$ cat src/rtl/mem_stage_pkg.sv
// Shared types and address helper for the pipeline memory stage.
package mem_stage_pkg;

  typedef enum logic [1:0] {IDLE, BUSY, DONE} mem_state_t;

  localparam int CNT_W = 4;

  // Word offset from the mapped base; callers keep the low log2(DEPTH) bits.
  function automatic logic [31:0] addr_to_index(input logic [31:0] alu_res,
                                                input logic [31:0] base,
                                                input int unsigned shift);
    return (alu_res - base) >> shift;
  endfunction

endpackage

$ cat src/rtl/mem_stage_ctrl_data_ram.sv
// Data RAM: synchronous write, registered read with async-clear output register.
module data_ram #(
  parameter int DATA_W = 32,
  parameter int DEPTH  = 64
) (
  input  logic                     clk,
  input  logic                     rst,
  input  logic                     we,
  input  logic                     re,
  input  logic                     clr,
  input  logic [$clog2(DEPTH)-1:0] addr,
  input  logic [DATA_W-1:0]        wdata,
  output logic [DATA_W-1:0]        rdata
);

  logic [DATA_W-1:0] mem [DEPTH];

  always_ff @(posedge clk) begin
    if (we) mem[addr] <= wdata;
  end

  // Only the read register is reset; the array keeps its contents.
  always_ff @(posedge clk or posedge rst) begin
    if (rst)      rdata <= '0;
    else if (clr) rdata <= '0;
    else if (re)  rdata <= mem[addr];
  end

endmodule

$ cat src/rtl/mem_stage_ctrl.sv
// Multi-cycle memory stage: address translation, wait-state FSM, RAM control.
// Optional bounds check enabled by defining MEM_STAGE_BOUNDS_CHECK_EN.
//   state | meaning
//   IDLE  | waiting for a request; ready passes through as !request
//   BUSY  | counting wait states; access happens when counter hits 0
//   DONE  | one-cycle ready pulse, result valid on data_mem
module mem_stage_ctrl
  import mem_stage_pkg::*;
#(
  parameter int          DATA_W      = 32,
  parameter int          DEPTH       = 64,
  parameter logic [31:0] BASE_ADDR   = 32'd1024,
  parameter int          ADDR_SHIFT  = 2,
  parameter int          WAIT_CYCLES = 3
) (
  input  logic              clk,
  input  logic              rst,
  input  logic              Mem_R_EN,
  input  logic              Mem_W_EN,
  input  logic [31:0]       ALU_res,
  input  logic [DATA_W-1:0] Val_Rm,
  output logic [DATA_W-1:0] data_mem,
  output logic              ready,
  output logic              addr_err
);

  localparam int IDX_W = $clog2(DEPTH);

  mem_state_t        state;
  logic [CNT_W-1:0]  cnt;
  logic [IDX_W-1:0]  idx_q;
  logic [DATA_W-1:0] wdata_q;
  logic              wr_q;
  logic              rd_q;
  logic              oob_q;

  logic              req;
  logic [IDX_W-1:0]  idx_in;
  logic              oob_in;
  logic              access;

  assign req    = Mem_R_EN | Mem_W_EN;
  assign idx_in = IDX_W'(addr_to_index(ALU_res, BASE_ADDR, ADDR_SHIFT));

`ifdef MEM_STAGE_BOUNDS_CHECK_EN
  localparam logic [31:0] WINDOW = 32'(DEPTH) << ADDR_SHIFT;
  logic [31:0] offset;
  // Addresses below the base wrap to large offsets and fail this compare.
  assign offset = ALU_res - BASE_ADDR;
  assign oob_in = (offset >= WINDOW);
`else
  assign oob_in = 1'b0;
`endif

  assign ready  = ((state == IDLE) && !req) || (state == DONE);
  assign access = (state == BUSY) && (cnt == '0);

  always_ff @(posedge clk or posedge rst) begin
    if (rst) begin
      state    <= IDLE;
      cnt      <= '0;
      idx_q    <= '0;
      wdata_q  <= '0;
      wr_q     <= 1'b0;
      rd_q     <= 1'b0;
      oob_q    <= 1'b0;
      addr_err <= 1'b0;
    end else begin
      case (state)
        IDLE: begin
          addr_err <= 1'b0;
          if (req) begin
            idx_q   <= idx_in;
            wdata_q <= Val_Rm;
            wr_q    <= Mem_W_EN;
            rd_q    <= Mem_R_EN & ~Mem_W_EN;  // write wins on a combined request
            oob_q   <= oob_in;
            cnt     <= CNT_W'(WAIT_CYCLES);
            state   <= BUSY;
          end
        end
        BUSY: begin
          if (cnt != '0) begin
            cnt <= cnt - 1'b1;
          end else begin
            addr_err <= oob_q;
            state    <= DONE;
          end
        end
        DONE: begin
          addr_err <= 1'b0;
          state    <= IDLE;
        end
        default: state <= IDLE;
      endcase
    end
  end

  data_ram #(
    .DATA_W (DATA_W),
    .DEPTH  (DEPTH)
  ) u_ram (
    .clk   (clk),
    .rst   (rst),
    .we    (access & wr_q & ~oob_q),
    .re    (access & rd_q & ~oob_q),
    .clr   (access & rd_q & oob_q),
    .addr  (idx_q),
    .wdata (wdata_q),
    .rdata (data_mem)
  );

endmodule

$ cat config.mk
export PLATFORM = sky130hd
export DESIGN_NAME = mem_stage_ctrl
export DESIGN_NICKNAME = d
export VERILOG_FILES = /design/src/rtl/mem_stage_pkg.sv /design/src/rtl/mem_stage_ctrl_data_ram.sv /design/src/rtl/mem_stage_ctrl.sv
export SDC_FILE = /design/constraint.sdc
export NUM_CORES = 2
export LEC_CHECK = 0
export CORE_MARGIN = 5
export CORE_UTILIZATION = 27
export DETAILED_ROUTE_END_ITERATION = 6
export PLACE_DENSITY = 0.4
export SETUP_SLACK_MARGIN = 0.05
export SYNTH_ARGS = -nofsm -noshare
export SYNTH_HDL_FRONTEND = slang
export SYNTH_SLANG_ARGS = --single-unit
export TNS_END_PERCENT = 30
$ cat constraint.sdc
create_clock -name clk -period 4.15 [get_ports clk]
set_input_delay 1.0375 -clock clk [delete_from_list [all_inputs] [get_ports clk]]
set_output_delay 1.0375 -clock clk [all_outputs]
set_load 0.05 [all_outputs]
==> results.txt <==
The flow ran to the end, and the final reports show no timing, DRC or antenna violations. Once the clock tree was built, the resizer swapped 0 gates to a different size. Clock-pin slew was measured on the worst setup and hold paths at 60 ps. The vias after detailed routing came out at 44707. Dividing the detail-routed wire length by the instance count gives 33.6 µm.

TritonCTS created 227 clock buffers. The leftover overflow at the end of global routing was 0; the number of detailed-routing iterations run before antenna repair was 6. The final max-slew violation count is 0, and the synthesized instance count is 4210. The sequential group share of total power was 0.408.

Ranked by instance count, the synthesized netlist is headed by edfxtp_1 (2048), mux2i_1 (304), a221oi_1 (252). Data arrives at the worst endpoint at 4370 ps. The detailed router finished its first iteration with 4782 violations.

Setup repair after global routing left no endpoint under its margin. The total of max-cap violations was 0. Sequential-to-total area share from yosys stat: 0.782. After floorplanning, the core was sized to cover 300000 µm². For the finished layout, the period the worst path requires is 3620 ps.

The signal on the critical path passes through buf_4 > buf_4 > mux4_2 > mux2i_1 > o22ai_1 > a21oi_2 > o211ai_1 > o32a_1. The height of the chip was 558 µm; the HPWL after detailed placement was 179000 µm. After clock tree synthesis, the flow added hold-fix buffers numbering 0. The final instance area came out at 97500 µm². The switching part of the total is 0.362.

The run gives 90300 µm² as the instance area at placement. The number of global-route vias before repair was 44504. For the count of boundary I/O pins, the log shows 102. The synthesis-to-finish area growth is 20.1%, and the largest voltage drop on the vdd net is 0.465 mV. The final standard cell utilization of the core was 0.325; the number of vias per cell was 5.09. Port buffering added 74 buffers. In the synthesized netlist the dominant register cell turns out to be edfxtp_1. Number of cells on the worst reg-to-reg path: 8. The min-delay analysis places its worst path in the category reg2reg. Power density of the placed cells: 738 nW/µm². At the worst endpoint, the required time is 4890 ps. The die covers 312000 µm². The run gives 0.185 as the overall routing resource usage. The clock latency reported for the late side of the worst-skew pair was 870 ps; the measured slew at the worst slew-check pin was 1190 ps.

The area share of the leading cell type in the synthesized netlist works out to 0.758. Synthesis inferred 2126 register bits. The logs give 0.204 for the relative slew slack and 66 for the maximum number of pins on one net before global-route repair. For the power share of the clock group, the log shows 0.275. The most repeated cell in the gate-level netlist after synthesis was edfxtp_1.

After synthesis, the netlist uses 65 different library cells. The number of flops mapped to enable cells by yosys came out at 2048. After synthesis, the cell types taking the most area are edfxtp_1 (76%), mux4_2 (5.3%), mux2i_1 (3.7%). Each instance of the synthesized netlist takes up on average 19.3 µm².

After routing, the total negative slack on setup checks comes to 0 ps. Clock root buffer: clkbuf_16. In this run the worst path has a maximum fanout of 33. In this run the cell area of the synthesized design comes to 81200 µm².

The final clock skew is 32.8 ps, and the number of H-tree levels is 4. The fill cell total of the finished layout came out at 28643. The tools report the starting density of the core as 0.271.

Cell occurring most often along the worst timing path: buf_4. Synthesized netlist net count: 4279. The synthesized design spends more area on one cell type than any other, namely edfxtp_1. The proportion of register bits with asynchronous set or reset after synthesis works out to 0.0367. The initial antenna violation count was 19; the final layout net count was 4696. The largest individual stage delay along the critical path comes from the cell dfrtp_4. In this run the power spent charging and discharging nets is 26.1 mW. Once the clock tree was built, the setup fixing pass inserted 0 buffers.

The logs give 30.7 nW for the standby leakage power and 45.9 mW for the internal cell power. Setup violations remaining at the end of the flow were counted as 0. The overall die width came out at 558 µm. The share of the clock period used by the worst path came out at 0.873. The number of cells traversed by the worst hold path is 1.

The floorplan has 201 rows. The logs give 2126 for the clock sink count and 0 for the total number of yosys warnings. The post-detailed-routing wire length is 295000 µm, and the hold violation count in the final report is 0.

The critical path capture point type is a register. The share of cells above drive strength 1 works out to 0.235. For this run, design rule violations remaining after detail routing come to 0. Weighted congestion reported at the end of routability-driven placement: 0.759. STA classifies the critical path startpoint as a register. Deepest clock path buffer count: 3.

The first global-routing pass estimated 398000 µm of wire. For the power share of the combinational group, the log shows 0.317. The setup path with the least slack is of type reg2reg. The count of nets left with antenna violations once routing finished came out at 0.

TritonCTS built the clock tree. Worst stage delay on the critical path: 690 ps. Maximum achievable frequency: 0.276 GHz.
## flip-flops by register name, summed over array words and instances, names as in the netlist
register / flops
wr_q: 1
rd_q: 1
state: 2
u_ram.rdata: 32
idx_q: 6
cnt: 4
u_ram.mem: 2048
wdata_q: 32
## metal layers
metal | vias up | global-route usage | part of all wire | routed length, µm
met5 | - | 0 | 0 | 0
met4 | 0 | 0.0383 | 0.019 | 5490
met3 | 295 | 0.0225 | 0.050 | 14800
met2 | 1430 | 0.309 | 0.49 | 143000
met1 | 24575 | 0.261 | 0.45 | 131000
li1 | 18407 | - | - | -
## worst paths after layout
kind | slack [ps] | from | to
setup reg to reg | 530 | idx_q[2] | u_ram.rdata[3]
min in group asynchronous | 570 | rst | wdata_q[7]
max in group asynchronous | 2790 | rst | idx_q[1]
hold / removal | 500 | cnt[0] | cnt[0]
hold reg to reg | 500 | cnt[0] | cnt[0]
setup / recovery | 530 | idx_q[2] | u_ram.rdata[3]
## final cells by class
| class | instances | area (µm²) | share of cell area |
|---|---|---|---|
| Sequential cell | 2126 | 63500 | 0.651 |
| Multi-Input combinational cell | 1793 | 16900 | 0.173 |
| Clock buffer | 305 | 6240 | 0.0640 |
| Tap cell | 3958 | 4950 | 0.0508 |
| Timing Repair Buffer | 473 | 4920 | 0.0505 |
| Clock inverter | 110 | 937 | 0.00961 |
| Inverter | 6 | 37.5 | 0.000385 |
| Antenna cell | 6 | 15.0 | 0.000154 |
## power by group through the flow
stage | registers, mW | logic [mW] | clock network, mW
floorplan | 29.9 | 10.3 | 0
global placement | 29.9 | 22.9 | 0
detailed placement | 29.9 | 23.0 | 0
CTS | 29.5 | 23.0 | 20.3
global route | 29.5 | 23.9 | 21.1
finish | 29.4 | 22.8 | 19.8
## critical path: cells and delay by family, from the launching register on
family	cells	cell delay (ps)
AO/OA/AOI/OAI	4	1160
flip-flops	1	690
buffers and inverters	2	840
multiplexers	2	730
## cell families (layout without fill, tap and decap cells)
group                      after synthesis  count (layout)  share of synthesized area
adders and majority gates                1               1                   0.000154
other                                    1               7                  0.0000462
buffers and inverters                  291             894                     0.0177
xor gates and xnor gates                 2               2                   0.000216
and+or+nand+nor                        408             408                     0.0223
muxes                                  606             606                      0.107
AOI/OAI and AO/OA                      775             775                     0.0713
DFF                                   2126            2126                      0.782
## cells in the final DEF (no fill, tap or decap), types with 8 or more instances in the layout
master           count
nand2_1             89
mux4_2             190
nor2_1             117
mux2_2             107
nor2_4              67
o21ai_0            102
a22oi_1            112
a22o_1              28
clkinv_2            29
edfxtp_1          2048
and3_1               8
o22a_1              10
a211oi_1            11
clkdlybuf4s50_1     73
a31oi_1             17
buf_4              305
clkinv_1            54
nand4_1             16
a21oi_1             70
o22ai_1             80
dfrtp_1             43
clkbuf_1            60
o2111ai_1           15
o221ai_1             9
nand3_1             42
a221oi_1           252
mux2i_1            304
bufinv_16           14
o32a_1              26
nor3_1              19
buf_12              95
clkbuf_16          235
clkbuf_8            10
dfrtp_2             30
## per-stage QoR
step	hold WS (ps)	total power, mW	instances	setup slack, ps
after CTS	507	72.8	8771	465
final	503	72.0	8777	528
after global placement	489	52.8	8356	588
after floorplan	463	40.2	4210	763
after global routing	525	74.5	8773	481
after detailed placement	498	52.9	8356	559
No activity file was read; power rests on OpenSTA's default activity.
